$ cat config.mk
export PLATFORM = sky130hd
export DESIGN_NAME = xor_share_ctrl
export DESIGN_NICKNAME = d
export VERILOG_FILES = /design/src/rtl/xor_share_pkg.sv /design/src/rtl/Xor.sv /design/src/rtl/rr_pick.sv /design/src/rtl/xor_share_ctrl.sv
export SDC_FILE = /design/constraint.sdc
export NUM_CORES = 1
export LEC_CHECK = 0
export CAP_MARGIN = 5
export CORE_UTILIZATION = 42
export CTS_CLUSTER_DIAMETER = 100
export CTS_CLUSTER_SIZE = 10
export DETAILED_ROUTE_END_ITERATION = 10
export HOLD_SLACK_MARGIN = 0.06
export PLACE_DENSITY = 0.86
export SYNTH_ARGS = -nofsm -noshare
export SYNTH_HDL_FRONTEND = slang
export SYNTH_SLANG_ARGS = --single-unit
$ cat constraint.sdc
create_clock -name clk -period 1.5 [get_ports clk]
set_input_delay 0.375 -clock clk [delete_from_list [all_inputs] [get_ports clk]]
set_output_delay 0.375 -clock clk [all_outputs]
set_load 0.005 [all_outputs]
$ cat src/rtl/xor_share_pkg.sv
// -----------------------------------------------------------------------------
// xor_share_pkg
// Shared definitions for the arbitrated bit-serial XOR engine.
//   state_t : controller state encoding (IDLE/LOAD/SHIFT/DONE)
//   clog2   : ceiling log2, usable in constant (parameter) expressions
// -----------------------------------------------------------------------------
package xor_share_pkg;

  typedef enum logic [1:0] {
    ST_IDLE  = 2'd0,
    ST_LOAD  = 2'd1,
    ST_SHIFT = 2'd2,
    ST_DONE  = 2'd3
  } state_t;

  // Smallest r with 2**r >= value; returns 0 for value <= 1.
  function automatic int clog2(input int value);
    int r;
    r = 0;
    for (int i = 0; i < 31; i++) begin
      if ((32'sd1 << i) < value) begin
        r = i + 1;
      end else begin
        r = r;
      end
    end
    return r;
  endfunction

endpackage

$ cat src/rtl/Xor.sv
// -----------------------------------------------------------------------------
// Xor
// Two-input XOR cell of the gate library; one instance is time-shared by
// xor_share_ctrl.
//   a, b : gate inputs
//   out  : a ^ b
// -----------------------------------------------------------------------------
module Xor (
  input  logic a,
  input  logic b,
  output logic out
);

  assign out = a ^ b;

endmodule

$ cat src/rtl/rr_pick.sv
// -----------------------------------------------------------------------------
// rr_pick
// Combinational round-robin priority picker. Searches upward from last+1
// (mod N_REQ) and returns the first asserted requester.
//   req      : request vector
//   last     : index of the most recently served requester
//   pick     : one-hot pick (all zero when req is zero)
//   pick_idx : binary index of pick (zero when req is zero)
// -----------------------------------------------------------------------------
module rr_pick
  import xor_share_pkg::*;
#(
  parameter int N_REQ = 4,
  parameter int IDX_W = clog2(N_REQ)
) (
  input  logic [N_REQ-1:0] req,
  input  logic [IDX_W-1:0] last,
  output logic [N_REQ-1:0] pick,
  output logic [IDX_W-1:0] pick_idx
);

  logic found_s;

  // Priority search: offset k = 1 is the highest-ranked slot after last.
  always_comb begin
    pick     = '0;
    pick_idx = '0;
    found_s  = 1'b0;
    for (int k = 1; k <= N_REQ; k++) begin
      for (int j = 0; j < N_REQ; j++) begin
        if (!found_s && req[j] && (((int'(last) + k) % N_REQ) == j)) begin
          pick[j]  = 1'b1;
          pick_idx = IDX_W'(j);
          found_s  = 1'b1;
        end else begin
          found_s = found_s;
        end
      end
    end
  end

endmodule

$ cat src/rtl/xor_share_ctrl.sv
// -----------------------------------------------------------------------------
// xor_share_ctrl
// Arbitrated bit-serial XOR engine. N_REQ requesters share one Xor cell; the
// granted requester's operands are captured, streamed LSB-first through the
// cell, and the assembled word is returned with a one-cycle done pulse.
// Occupancy per transaction is WIDTH+3 cycles (IDLE, LOAD, WIDTH x SHIFT, DONE).
//
// Ports:
//   clk, rst_n : clock, asynchronous active-low reset
//   req        : per-requester request level
//   a_in, b_in : operands, requester i at [i*WIDTH +: WIDTH]
//   grant      : one-hot, requester being served (LOAD..DONE)
//   busy       : high in LOAD, SHIFT, DONE
//   done       : one-cycle pulse, out/done_id valid
//   done_id    : requester index of the result on out
//   out        : a ^ b, held until the next done
//   parity     : XOR-reduction of out (only with XOR_SHARE_PARITY_EN)
//
// Build option: define XOR_SHARE_PARITY_EN to add the parity output.
// -----------------------------------------------------------------------------
module xor_share_ctrl
  import xor_share_pkg::*;
#(
  parameter int N_REQ = 4,
  parameter int WIDTH = 16
) (
  input  logic                     clk,
  input  logic                     rst_n,
  input  logic [N_REQ-1:0]         req,
  input  logic [N_REQ*WIDTH-1:0]   a_in,
  input  logic [N_REQ*WIDTH-1:0]   b_in,
  output logic [N_REQ-1:0]         grant,
  output logic                     busy,
  output logic                     done,
  output logic [clog2(N_REQ)-1:0]  done_id,
  output logic [WIDTH-1:0]         out
`ifdef XOR_SHARE_PARITY_EN
  ,
  output logic                     parity
`endif
);

  localparam int IDX_W = clog2(N_REQ);
  // cnt only has to reach WIDTH-1; keep at least one bit for WIDTH == 1.
  localparam int CNT_W = (clog2(WIDTH) < 1) ? 1 : clog2(WIDTH);
  localparam logic [CNT_W-1:0] CNT_LAST = CNT_W'(WIDTH - 1);

  state_t            state_r;
  state_t            state_s;
  logic [N_REQ-1:0]  grant_r;
  logic [N_REQ-1:0]  pick_s;
  logic [IDX_W-1:0]  pick_idx_s;
  logic [IDX_W-1:0]  sel_r;
  logic [IDX_W-1:0]  last_r;
  logic [IDX_W-1:0]  done_id_r;
  logic [WIDTH-1:0]  a_sr_r;
  logic [WIDTH-1:0]  b_sr_r;
  logic [WIDTH-1:0]  acc_r;
  logic [WIDTH-1:0]  acc_next_s;
  logic [WIDTH-1:0]  out_r;
  logic [WIDTH-1:0]  a_sel_s;
  logic [WIDTH-1:0]  b_sel_s;
  logic [CNT_W-1:0]  cnt_r;
  logic              busy_r;
  logic              done_r;
  logic              xor_out_s;
  logic              cnt_last_s;
`ifdef XOR_SHARE_PARITY_EN
  logic              par_acc_r;
  logic              parity_r;
`endif

  assign grant      = grant_r;
  assign busy       = busy_r;
  assign done       = done_r;
  assign done_id    = done_id_r;
  assign out        = out_r;
  assign cnt_last_s = (cnt_r == CNT_LAST);
`ifdef XOR_SHARE_PARITY_EN
  assign parity     = parity_r;
`endif

  rr_pick #(
    .N_REQ (N_REQ),
    .IDX_W (IDX_W)
  ) u_rr_pick (
    .req      (req),
    .last     (last_r),
    .pick     (pick_s),
    .pick_idx (pick_idx_s)
  );

  // The single shared gate always sees the LSBs of the operand shifters.
  Xor u_xor (
    .a   (a_sr_r[0]),
    .b   (b_sr_r[0]),
    .out (xor_out_s)
  );

  // Operand slice of the granted requester (sampled only in LOAD).
  always_comb begin
    a_sel_s = '0;
    b_sel_s = '0;
    for (int i = 0; i < N_REQ; i++) begin
      if (sel_r == IDX_W'(i)) begin
        a_sel_s = a_in[i*WIDTH +: WIDTH];
        b_sel_s = b_in[i*WIDTH +: WIDTH];
      end else begin
        a_sel_s = a_sel_s;
        b_sel_s = b_sel_s;
      end
    end
  end

  // Accumulator with the current gate output written into bit cnt.
  always_comb begin
    acc_next_s = acc_r;
    for (int i = 0; i < WIDTH; i++) begin
      if (cnt_r == CNT_W'(i)) begin
        acc_next_s[i] = xor_out_s;
      end else begin
        acc_next_s[i] = acc_r[i];
      end
    end
  end

  // Next-state logic.
  always_comb begin
    state_s = state_r;
    case (state_r)
      ST_IDLE: begin
        if (|req) begin
          state_s = ST_LOAD;
        end else begin
          state_s = ST_IDLE;
        end
      end
      ST_LOAD:  state_s = ST_SHIFT;
      ST_SHIFT: begin
        if (cnt_last_s) begin
          state_s = ST_DONE;
        end else begin
          state_s = ST_SHIFT;
        end
      end
      ST_DONE:  state_s = ST_IDLE;
      default:  state_s = ST_IDLE;
    endcase
  end

  // State register.
  always_ff @(posedge clk or negedge rst_n) begin
    if (!rst_n) begin
      state_r <= ST_IDLE;
    end else begin
      state_r <= state_s;
    end
  end

  // Arbitration, serial datapath and registered outputs.
  always_ff @(posedge clk or negedge rst_n) begin
    if (!rst_n) begin
      grant_r   <= '0;
      busy_r    <= 1'b0;
      done_r    <= 1'b0;
      done_id_r <= '0;
      out_r     <= '0;
      sel_r     <= '0;
      last_r    <= IDX_W'(N_REQ - 1);
      a_sr_r    <= '0;
      b_sr_r    <= '0;
      acc_r     <= '0;
      cnt_r     <= '0;
    end else begin
      case (state_r)
        ST_IDLE: begin
          if (|req) begin
            sel_r   <= pick_idx_s;
            grant_r <= pick_s;
            busy_r  <= 1'b1;
          end
        end
        ST_LOAD: begin
          a_sr_r <= a_sel_s;
          b_sr_r <= b_sel_s;
          acc_r  <= '0;
          cnt_r  <= '0;
        end
        ST_SHIFT: begin
          a_sr_r <= a_sr_r >> 1'b1;
          b_sr_r <= b_sr_r >> 1'b1;
          acc_r  <= acc_next_s;
          cnt_r  <= cnt_r + 1'b1;
          // Final bit goes straight to out so the result is valid in DONE.
          if (cnt_last_s) begin
            out_r     <= acc_next_s;
            done_r    <= 1'b1;
            done_id_r <= sel_r;
          end
        end
        ST_DONE: begin
          done_r  <= 1'b0;
          grant_r <= '0;
          busy_r  <= 1'b0;
          last_r  <= sel_r;
        end
        default: begin
          done_r  <= 1'b0;
          grant_r <= '0;
          busy_r  <= 1'b0;
        end
      endcase
    end
  end

`ifdef XOR_SHARE_PARITY_EN
  // Serial parity of the result bits, published alongside out.
  always_ff @(posedge clk or negedge rst_n) begin
    if (!rst_n) begin
      par_acc_r <= 1'b0;
      parity_r  <= 1'b0;
    end else begin
      case (state_r)
        ST_LOAD:  par_acc_r <= 1'b0;
        ST_SHIFT: begin
          par_acc_r <= par_acc_r ^ xor_out_s;
          if (cnt_last_s) begin
            parity_r <= par_acc_r ^ xor_out_s;
          end
        end
        default:  par_acc_r <= par_acc_r;
      endcase
    end
  end
`endif

endmodule

Word-level counts from Yosys, hierarchy flattened. Cells that the tools add are included.

Word-level logic and storage cells: 204. Output and inout bits: 24. Bits of input ports: 134. Bits in registers: 82.

Muxes and demuxes: 82. Eq/ne operators: 35. Reduce and logical (&&, ||, !) cells: 65. Add/subtract/negate cells: 5. Bitwise gates (word level): 5.

Operator list (count): zero test 32 bit (4); 2-to-1 mux 16 bit (8); one-hot mux 16 bit (2 select lines) (3); 2-to-1 mux 1 bit (51); == test 4 bit, second input constant (8); logical AND 1 bit (31); 2-to-1 mux 2 bit (14); == test 3 bit, second input constant (8); == test 4 x 3 -> 1 bit, second input constant (4); one-hot mux 4 bit (2 select lines) (2); zero test 1 bit (15); == test 3 x 2 -> 1 bit, second input constant (4); == test 2 bit, second input constant (4); == test 4 x 2 -> 1 bit, second input constant (2); one-hot mux 2 bit (4 select lines) (1); AND reduction 2 bit (4); OR reduction 2 bit (4); nonzero test 2 bit (3); adder 2 x 1 -> 2 bit, second input constant (2); adder 2 bit, second input constant (2); adder 4 x 1 -> 4 bit, second input constant (1); bitwise AND 1 bit, first input constant (4); == test 2 x 1 -> 1 bit, second input constant (2); == test 4 x 1 -> 1 bit, second input constant (1); other kinds (7) (10).

Logic depth before layout (Yosys ltp). Gate-level depths: netlist (run 1).

Word-level depth: 68. Mapped depth: 7. Depth with buffers taken out: 6.

By module. A second synthesis (run 1) with hierarchy kept.

Cells, all modules: 381. Area total of the unflattened synthesis: 4620.7 µm².

By module, submodules not included: xor_share_ctrl (area each 4464.3 µm², instances 1, cells each 357); rr_pick (area each 147.6 µm², instances 1, cells each 23); Xor (area each 8.8 µm², instances 1, cells each 1).

Least setup slack after synthesis (run 1). OpenSTA, ideal clock, no wires.

Kind: flip-flop to flip-flop. Start point: reg state_r[0]. End point: reg a_sr_r[10]. Buffers on the path: 3. Arrival: 1.430 ns. Setup time: 0.082 ns. Required time: 1.418 ns. Slack: -0.012 ns. Stages on the path, launching flop included: 8. Clock period less this slack: 1.512 ns. Cell sequence: dfrtp_1 -> inv_1 -> ha_1 -> clkbuf_1 -> buf_2 -> clkbuf_1 -> nand2_1 -> a31oi_1.

Cells in the longest elaborated chain, start to end: 2. Elaborated cells between the ends (all ways): 4. Classes of those cells: 2 x eq/ne; 1 x mux; 1 x reduce/logical.

RTL lines: from (decl) (line xor_share_ctrl.sv:48) `state_t state_r;`; from (signal assigned) (line xor_share_ctrl.sv:156) `state_r <= state_s;`; == test 2 bit or == test 2 x 1 -> 1 bit (tied branches) (line xor_share_ctrl.sv:175) `case (state_r)`; one-hot mux 16 bit (2 select lines) or nonzero test 2 bit (tied branches); to (signal assigned) (line xor_share_ctrl.sv:184) `a_sr_r <= a_sel_s;`; to (signal assigned) (line xor_share_ctrl.sv:190) `a_sr_r <= a_sr_r >> 1'b1;`; to (decl) (line xor_share_ctrl.sv:56) `logic [WIDTH-1:0] a_sr_r;`.

Parallel ways exist; a longest one is shown, timed or not. A chain may end at the register's enable or synchronous reset.

Worst setup path after layout (run 1).
Start point: reg sel_r[0]. End point: reg b_sr_r[9].

Cells in the longest elaborated chain, start to end: 6. Elaborated cells between the ends (all ways): 9. Classes of those cells: 3 x eq/ne; 5 x mux; 1 x reduce/logical.

RTL lines: from (decl) (line xor_share_ctrl.sv:53) `logic [IDX_W-1:0] sel_r;`; from (signal assigned) (line xor_share_ctrl.sv:178) `sel_r <= pick_idx_s;`; zero test 2 bit (line xor_share_ctrl.sv:105) `if (sel_r == IDX_W'(i)) begin`; 2-to-1 mux 16 bit (3 in series) (line xor_share_ctrl.sv:105); 2-to-1 mux 16 bit * (line xor_share_ctrl.sv:105); one-hot mux 16 bit (2 select lines) * (line xor_share_ctrl.sv:175); to (signal assigned) (line xor_share_ctrl.sv:185) `b_sr_r <= b_sel_s;`; to (signal assigned) (line xor_share_ctrl.sv:191) `b_sr_r <= b_sr_r >> 1'b1;`; to (decl) (line xor_share_ctrl.sv:57) `logic [WIDTH-1:0] b_sr_r;`.

Mark *: on every way between the ends. The rest lies on a longest branch, timed or not.

==> results.toml, run 1 <==
[drt]
wl_per_cell_microns = 16.3
routed-via-count = 4227
ant_nets = 0
viasPerCell = 5.43
drtIter0Drc = 185
first_pass_iters = 4
routed_wl_microns = 12700
drc = 0

[pwr]
power.share.clock_pct = 12.9
power.switching_mw = 5.02
p_sw_share_pct = 40.6
p_int_mw = 7.35
p_seq_share_pct = 28.2
share_comb_of_total_power_pct = 58.9
irDropWorstVdd_v = 0.00134
power_density_mw_per_mm2 = 1750
p_total_mw = 12.4
p_leak_nw = 3.08

[grt]
grt_antenna_before_repair = 0
grt_usage_pct = 21.9
grt_pass1_vias = 4274
overflow = 0
grt_pass1_wl_microns = 19900
grt_max_degree = 62

[sta]
fin_crit_sh_pct = 99.8
max_freq_mhz = 668
tightest_slew_ns = 0.420
min_period_ns = 1.50
setup_slack_ns = 0.00322
hold_viol_final = 0
finClkSkew_ns = 0.0107
drv_slew = 0
rsz0062_at_grt = "yes"
final-setup-viol-count = 0
fin_tns_setup_ns = 0
maxSlewHeadroom_pct = 72.0

[critical_path]
criticalPathCategory = "flop to flop"
cp-start-kind = "flop"
critPathRequiredTime_ns = 1.72
rrSetupSlack_ns = 0.003
arrival_ns = 1.72
worstPathMaxFanout = 6
endpoint_kind = "flop"

[floorplanning]
die_h_microns = 107
std_cell_rows = 37
initial_utilization_pct = 44.1
fp.coreArea_sq_mm = 0.0105
top_level_ports = 158
fp.dieArea_sq_mm = 0.0115
die_w_microns = 107

[synth]
syn_area_sq_mm = 0.00463
synth_top_area_share_pct = 42.7
yosysUniqueCellTypes = 34
synthFlopType = "dfrtp_1"
synth_nets = 591
ys_seq_area_share_pct = 43.8
synth-seq-cells = 81
syn_avg_cell_area_sq_um = 10.3
yosysTopAreaCell = "dfrtp_1"
synth-edff-count = 0
synth_cells = 449
ys_warn_count = 0
synthArstFlopShare_pct = 100
synth_area_leaders = "dfrtp_1 43%, mux4_2 16%, nand2_1 8.0%"

[clock_tree]
clockBufferDepth = 2
htreeDepth = 3
cts_buffers = 9
clk_latency_ns = 0.35
cts-root-buf = "clkbuf_8"
clk_pin_slew_ns = 0.09
cts_tree = "done"
clock-sinks = 81

[place]
finalWeightedCongestion = 0.780
pre_cts_slack_ns = -0.302
dp_cells = 744
placed_area_sq_mm = 0.00654
io_buffer_count = 157
place_hpwl_microns = 9300

[final_layout]
drive_above_1_share_pct = 22.4
ff_latch_area_sq_mm = 0.00203
syn_to_final_growth_pct = 53.0
multi_input_area_sq_mm = 0.00254
final_cells = 778
fillers = 788
fin_area_sq_mm = 0.00709
layout.nets = 779
antennaDiodeCount = 0

[min_path]
min_path_type = "flop to flop"

[run]
cap_violations = 0

[outcome]
outcome = "complete, no violations"
[what timing repair did]
action | CTS | global route
endpoints found under the hold margin | 26 | 0
buffers inserted | 13 | 1
cloned | 0 | 3
setup endpoints to repair | 47 | 61
gates resized for setup | 25 | 48
hold buffers | 1 | 0
pin swaps | 0 | 17
[metrics by stage]
step	hold slack, ns	util (%)
6_report	0.481	67.4
5_1_grt	0.505	67.4
4_1_cts	0.489	64.8
3_5_place_dp	0.348	62.2
3_3_place_gp	0.332	62.2
2_1_floorplan	0.0794	-
[critical path, cell delays in order, from the launching register on]
cell,delay [ns]
dfrtp_2,0.40
buf_12,0.15
clkbuf_16,0.15
mux4_2,0.50
nand2_1,0.08
a31oi_1,0.08
[cell usage after synthesis, types with 4 or more instances]
| cell | count |
|---|---|
| nand2_1 | 99 |
| dfrtp_1 | 79 |
| a31oi_1 | 41 |
| nor2_1 | 35 |
| mux4_2 | 32 |
| o21ai_0 | 30 |
| mux2i_1 | 21 |
| clkbuf_1 | 17 |
| o2bb2ai_1 | 12 |
| buf_2 | 11 |
| ha_1 | 8 |
| inv_1 | 7 |
| nand3_1 | 7 |
| a21oi_1 | 6 |
| a22o_1 | 6 |
| a21boi_0 | 4 |
| buf_6 | 4 |
| mux2_2 | 4 |
| o211ai_1 | 4 |
[state kept, by name (all words and copies together) (netlist names)]
register / count
a_sr_r: 16
acc_r: 15
b_sr_r: 16
busy: 1
cnt_r: 4
done: 1
done_id: 2
grant: 4
last_r: 2
out: 16
sel_r: 2
state_r: 2
[cells by family after synthesis]
group | share of synthesized area (%)
AO/OA/AOI/OAI | 14.8
XOR/XNOR | 0.351
adder cells (fa/ha/maj) | 2.16
buffers and inverters | 4.51
flip-flops | 43.8
multiplexers | 21.1
AND/OR/NAND/NOR | 13.3
[layout by cell type (no fill, tap or decap), types with 2 or more instances in the layout]
master           count
ha_2                 2
buf_12               6
mux2_2               4
clkbuf_8            10
clkbuf_16            2
clkinv_2             2
mux4_2              32
a21boi_1             2
nand3_1              7
o21ai_1              2
a21oi_1              6
nand2b_1             3
nor2_1              35
buf_6               11
o21ai_0             27
or2_2                2
o211ai_1             4
clkdlybuf4s50_1    131
a22o_1               6
nand2_1             93
inv_1                4
clkinvlp_4           4
o2bb2ai_2           11
inv_2                2
dfstp_2              2
dfrtp_1             78
buf_4               36
dlygate4sd2_1       24
ha_1                 5
nor2b_1              2
nand2_2              6
a31oi_1             40
mux2i_1             20
[power groups by stage]
stage / clock network [mW] / registers (mW) / logic (mW)
6_report: 1.60 / 3.49 / 7.28
5_1_grt: 1.73 / 3.59 / 8.01
4_1_cts: 1.62 / 3.47 / 6.49
3_5_place_dp: 0 / 3.52 / 6.42
3_3_place_gp: 0 / 3.48 / 6.17
2_1_floorplan: 0 / 3.35 / 4.47
[worst paths after layout]
path,from,endpoint,depth (start not counted)
max,sel_r[0]$_DFFE_PN0P_,b_sr_r[9]$_DFFE_PN0P_,5
min,out[7]$_DFFE_PN0P_,out[7]$_DFFE_PN0P_,2
max reg2reg,sel_r[0]$_DFFE_PN0P_,b_sr_r[9]$_DFFE_PN0P_,5
min reg2reg,out[7]$_DFFE_PN0P_,out[7]$_DFFE_PN0P_,2
max in group asynchronous,rst_n,b_sr_r[14]$_DFFE_PN0P_,3
min in group asynchronous,rst_n,out[13]$_DFFE_PN0P_,2
[layout make-up]
type	instances	share of cell area, %
flip-flops and latches	81	28.7
clock buffers	11	2.00
clock inverters	5	0.777
well taps	136	2.40
inverters	8	0.530
multi-input cells	325	35.9
repair buffers	212	29.8
[metal layers]
layer  share of wire (%)  vias to the layer above  track usage (%)  wire, microns
li1                    -                     2009                -              -
met1                  39                     2027             26.9           4990
met2                  54                      156             39.8           6810
met3                 4.6                       35             3.22            580
met4                 2.6                        0             6.56            325
met5                   0                        -                0              0
No activity file was read; power rests on OpenSTA's default activity.
==> run 2, diff against run 1 <==
--- a/config.mk
+++ b/config.mk
@@ -6,6 +6,7 @@
 export NUM_CORES = 1
 export LEC_CHECK = 0
 export CAP_MARGIN = 5
+export CORE_MARGIN = 2
 export CORE_UTILIZATION = 42
 export CTS_CLUSTER_DIAMETER = 100
 export CTS_CLUSTER_SIZE = 10
==> run 2 against run 1 <==
  * The run now ends with setup timing left
  * Setup slack got worse by 0.016 ns
  * Critical path depth did not move
  * Combinational power rose by 1%
  * Clock skew fell by 0.00097 ns
  * Via count rose by 0.33%
  * Clock-buffer cell count rose by 1
  * Register-to-register slack got worse by 0.02 ns
  * Critical endpoint is now a_sr_r[13]$_DFFE_PN0P_
  * Largest cell class unchanged
  * Largest power group unchanged
  * Highest routed layer unchanged
==> results.toml, run 2 (synthesis results as in run 1) <==
[final_layout]
syn_to_final_growth_pct = 52.9
drive_above_1_share_pct = 23.0
layout.nets = 789
mostFrequentLayoutCells = "132 x clkdlybuf4s50_1, 92 x nand2_1, 78 x dfrtp_1"
final_common_cell = "clkdlybuf4s50_1"
antennaDiodeCount = 0

[clock_tree]
clockBufferDepth = 2
clk_pin_slew_ns = 0.08
clock-sinks = 81
clk_latency_ns = 0.34
htreeDepth = 3
cts_buffers = 9
cts-root-buf = "clkbuf_8"
cts_tree = "done"

[critical_path]
arrival_ns = 1.72
cp-endpoint = "a_sr_r[13]$_DFFE_PN0P_"
slowest_stage = "mux4_2"
crit_start = "sel_r[0]$_DFFE_PN0P_"
endpoint_kind = "flop"
cp-start-kind = "flop"
critPathRequiredTime_ns = 1.71
worstPathMaxFanout = 6
cp_num_buf_inv = 2
critPathTopFamily = "multiplexers"
r2r-start = "sel_r[0]$_DFFE_PN0P_"
regToRegEndpoint = "a_sr_r[13]$_DFFE_PN0P_"
cp_cell_sequence = "buf_12 > buf_8 > mux4_2 > nand2_1 > a31oi_1"
critPathMaxStageDelay_ns = 0.52
cp.depth = 5
reg2regPathDepth = 5
criticalPathCategory = "flop to flop"
rrSetupSlack_ns = -0.01

[drt]
routed_wl_microns = 12800
wl_per_cell_microns = 16.1
viasPerCell = 5.35
drc = 0
first_pass_iters = 5
drtIter0Drc = 161
ant_nets = 0
routed-via-count = 4241

[place]
pre_cts_slack_ns = -0.312
io_buffer_count = 157
place_hpwl_microns = 9760
finalWeightedCongestion = 0.766

[floorplanning]
die_w_microns = 109
top_level_ports = 158
fp.coreArea_sq_mm = 0.0108
initial_utilization_pct = 42.9
std_cell_rows = 38
die_h_microns = 109
fp.dieArea_sq_mm = 0.0119

[sta]
rsz0062_at_grt = "yes"
max_freq_mhz = 661
drv_slew = 0
setup_slack_ns = -0.0132
final-setup-viol-count = 1
tightest_slew_ns = 0.382
finClkSkew_ns = 0.00968
fin_crit_sh_pct = 101
min_period_ns = 1.51
maxSlewHeadroom_pct = 74.5
hold_viol_final = 0

[outcome]
outcome = "finished with violations"
violations = "setup timing"

[pwr]
p_total_mw = 12.3
power_density_mw_per_mm2 = 1730
irDropWorstVdd_v = 0.00119
p_leak_nw = 3.09

[min_path]
min_path_type = "flop to flop"

[grt]
grt_pass1_wl_microns = 20500
grt_max_degree = 62
grt_antenna_before_repair = 0
grt_usage_pct = 22.2
overflow = 0
grt_pass1_vias = 4388

[run]
cap_violations = 0
==> run 2: how the worst min path moves through the flow <==
stage                       endpoint  cells past startpoint  slack (ns)                start
2_1_floorplan  a_sr_r[0]$_DFFE_PN0P_                      0        0.08                rst_n
3_3_place_gp    acc_r[6]$_DFFE_PN0P_                      1        0.31                rst_n
3_5_place_dp    acc_r[6]$_DFFE_PN0P_                      1        0.32                rst_n
4_1_cts           out[6]$_DFFE_PN0P_                      2        0.49   out[6]$_DFFE_PN0P_
5_1_grt           out[6]$_DFFE_PN0P_                      2        0.51   out[6]$_DFFE_PN0P_
6_report         out[13]$_DFFE_PN0P_                      2        0.48  out[13]$_DFFE_PN0P_
==> run 2: what timing repair did <==
item,4_1_cts,5_1_grt
buffers inserted,14,3
gates cloned,1,0
setup endpoints to repair,65,62
endpoints found under the hold margin,23,0
gates resized for setup,34,38
pin swaps,0,23
hold buffers,1,0
==> run 2: metal layers <==
| metal | vias to the layer above | part of all wire [%] | track usage, % |
|---|---|---|---|
| li1 | 2031 | - | - |
| met1 | 2059 | 40 | 28.4 |
| met2 | 128 | 53 | 37.8 |
| met3 | 23 | 5.3 | 4.06 |
| met4 | 0 | 1.6 | 7.51 |
| met5 | - | 0 | 0 |
==> run 2: tightest hold or removal path: stages (launching register included) <==
cell and delay (ns):
dfrtp_1 0.35, nand2_1 0.05, o21ai_0 0.06
==> run 2: final cells by class <==
type                       instances  area (sq um)
clock buffer                      12           155
clock inverter                     4          27.5
fill                             821          3710
inverter                           8          35.0
multi-input combinational        325          2490
sequential                        81          2030
tap                              140           175
timing repair buffer             222          2170
==> run 2: metrics by stage <==
stage / TNS, ns / cell area [sq um] / utilization [%] / hold slack (ns) / instances
final: -0.0132 / 7080 / 65.6 / 0.483 / 792
after global routing: -0.841 / 7080 / 65.6 / 0.509 / 792
after CTS: 0 / 6950 / 64.4 / 0.488 / 789
after detailed placement: -3.82 / 6610 / 61.2 / 0.323 / 757
after global placement: -2.69 / 6610 / 61.2 / 0.313 / 757
after floorplan: 0 / 4630 / - / 0.0794 / 449
==> run 2: where the power goes <==
part           total (mW)  internal [mW]  switching (mW)
combinational        7.37           3.67            3.70
sequential           3.46           2.97           0.484
clock                1.46          0.690           0.768
==> run 3, diff against run 2 <==
--- a/config.mk
+++ b/config.mk
@@ -7,12 +7,12 @@
 export LEC_CHECK = 0
 export CAP_MARGIN = 5
 export CORE_MARGIN = 2
-export CORE_UTILIZATION = 42
+export CORE_UTILIZATION = 45
 export CTS_CLUSTER_DIAMETER = 100
 export CTS_CLUSTER_SIZE = 10
 export DETAILED_ROUTE_END_ITERATION = 10
 export HOLD_SLACK_MARGIN = 0.06
-export PLACE_DENSITY = 0.86
+export PLACE_DENSITY = 0.87
 export SYNTH_ARGS = -nofsm -noshare
 export SYNTH_HDL_FRONTEND = slang
 export SYNTH_SLANG_ARGS = --single-unit
==> constraint.sdc (replaced) <==
create_clock -name clk -period 1.45 [get_ports clk]
set_input_delay 0.3625 -clock clk [delete_from_list [all_inputs] [get_ports clk]]
set_output_delay 0.3625 -clock clk [all_outputs]
set_load 0.005 [all_outputs]
==> run 3 against run 2 <==
  * The flow still finishes with violations (setup timing)
  * Utilization is 3.7 points higher
  * Sequential power grew 5%
  * Clock-buffer cell count shrank 3
  * Critical path type unchanged
  * Critical endpoint is now a_sr_r[9]$_DFFE_PN0P_
  * Largest power group unchanged
  * Highest routed layer unchanged
==> results.toml, run 3 (synthesis results as in run 1) <==
[outcome]
outcome = "finished with violations"
violations = "setup timing"

[pwr]
irDropWorstVdd_v = 0.00106
share_comb_of_total_power_pct = 58.9
power.switching_mw = 5.16
p_sw_share_pct = 41.0
p_int_mw = 7.43
p_leak_nw = 3.06
p_seq_share_pct = 28.8
power_density_mw_per_mm2 = 1790
power.share.clock_pct = 12.3

[grt]
grt_pass1_wl_microns = 20500
grt_pass1_vias = 4405
grt_usage_pct = 22.9
grt_antenna_before_repair = 0
grt_max_degree = 35
overflow = 0

[floorplanning]
fp.dieArea_sq_mm = 0.0111
fp.coreArea_sq_mm = 0.0101
std_cell_rows = 37
top_level_ports = 158
die_w_microns = 105
initial_utilization_pct = 45.7
die_h_microns = 105

[critical_path]
arrival_ns = 1.73
cp-start-kind = "flop"
cp-endpoint = "a_sr_r[9]$_DFFE_PN0P_"
critPathRequiredTime_ns = 1.69
rrSetupSlack_ns = -0.03
crit_start = "sel_r[0]$_DFFE_PN0P_"
worstPathMaxFanout = 12
regToRegEndpoint = "a_sr_r[9]$_DFFE_PN0P_"
endpoint_kind = "flop"
criticalPathCategory = "flop to flop"
reg2regPathDepth = 4
r2r-start = "sel_r[0]$_DFFE_PN0P_"

[drt]
viasPerCell = 5.42
first_pass_iters = 7
drc = 0
routed-via-count = 4246
drtIter0Drc = 140
ant_nets = 0
routed_wl_microns = 12400
wl_per_cell_microns = 15.9

[clock_tree]
clockBufferDepth = 2
htreeDepth = 3
cts-root-buf = "clkbuf_8"
clock-sinks = 81
cts_buffers = 9
clk_latency_ns = 0.36
cts_tree = "done"
clk_pin_slew_ns = 0.09

[sta]
hold_viol_final = 0
setup_slack_ns = -0.0330
rsz0062_at_grt = "yes"
final-setup-viol-count = 22
finClkSkew_ns = 0.0109
max_freq_mhz = 674
drv_slew = 0
fin_crit_sh_pct = 102
fin_hold_ws_ns = 0.444
maxSlewHeadroom_pct = 78.0
tightest_slew_ns = 0.331
min_period_ns = 1.48

[run]
cap_violations = 0

[final_layout]
drive_above_1_share_pct = 22.9
syn_to_final_growth_pct = 51.8
layout.nets = 784
mostFrequentLayoutCells = "131 x clkdlybuf4s50_1, 92 x nand2_1, 77 x dfrtp_1"
final_common_cell = "clkdlybuf4s50_1"
antennaDiodeCount = 0

[min_path]
min_path_type = "input port to asynchronous set/reset pin"

[place]
finalWeightedCongestion = 0.860
pre_cts_slack_ns = -0.413
place_hpwl_microns = 9600
io_buffer_count = 157
run 3: changes by cell type in the layout (fill, tap and decap cells not counted), sizes merged:
cell	change
buf	-6
inv	+4
clkbuf	-2
clkdlybuf4s50	-1
clkinvlp	-1
dlymetal6s2s	+1
run 3: how the worst min path moves through the flow:
stage	start	endpoint	slack, ns	cells after the start
after floorplan	rst_n	a_sr_r[0]$_DFFE_PN0P_	0.07	0
after global placement	rst_n	out[9]$_DFFE_PN0P_	0.28	1
after detailed placement	rst_n	out[10]$_DFFE_PN0P_	0.29	1
after CTS	rst_n	grant[3]$_DFFE_PN0P_	0.44	2
after global routing	rst_n	busy$_DFFE_PN0P_	0.45	2
final	rst_n	busy$_DFFE_PN0P_	0.44	2
run 3: metal layers:
layer	GRT usage, %	routed length, microns	vias up
met5	0	0	-
met4	6.67	282	0
met3	5.75	648	25
met2	39.9	6600	158
met1	28.0	4900	2045
li1	-	-	2018
run 3: layout make-up:
cell class                      count  area [sq um]
Fill cell                         750          3110
Timing Repair Buffer              217          2100
Tap cell                          136           170
Inverter                            8          33.8
Sequential cell                    81          2030
Clock inverter                      7          61.3
Multi-Input combinational cell    325          2510
Clock buffer                        9           124
run 3: power by group through the flow:
stage	Clock [mW]	Combinational, mW	Sequential, mW
after floorplan	0	4.64	3.46
after global placement	0	6.65	3.60
after detailed placement	0	6.92	3.64
after CTS	1.59	7.07	3.59
after global routing	1.68	8.20	3.73
final	1.54	7.42	3.63
run 3: worst max-delay path: stages (launching register included):
cell,delay [ns]
dfrtp_2,0.47
clkbuf_16,0.22
mux4_2,0.53
nand2_1,0.08
a31oi_1,0.06
run 3: per-stage QoR:
stage / util (%) / instance area [sq um] / power, mW / std cells / TNS [ns]
floorplan: - / 4660 / 8.10 / 449 / -0.165
global placement: 65.2 / 6610 / 10.2 / 754 / -4.60
detailed placement: 65.2 / 6610 / 10.6 / 754 / -7.07
CTS: 67.9 / 6880 / 12.3 / 780 / -0.548
global route: 69.4 / 7030 / 13.6 / 783 / -3.26
finish: 69.4 / 7030 / 12.6 / 783 / -0.324
run 3: repair_timing:
action / CTS / global route
setup buffers: 9 / 2
gates cloned: 0 / 1
gates resized for setup: 38 / 40
hold endpoints to repair: 20 / 0
pin swaps: 22 / 1
hold buffers: 1 / 0
setup endpoints to repair: 88 / 65
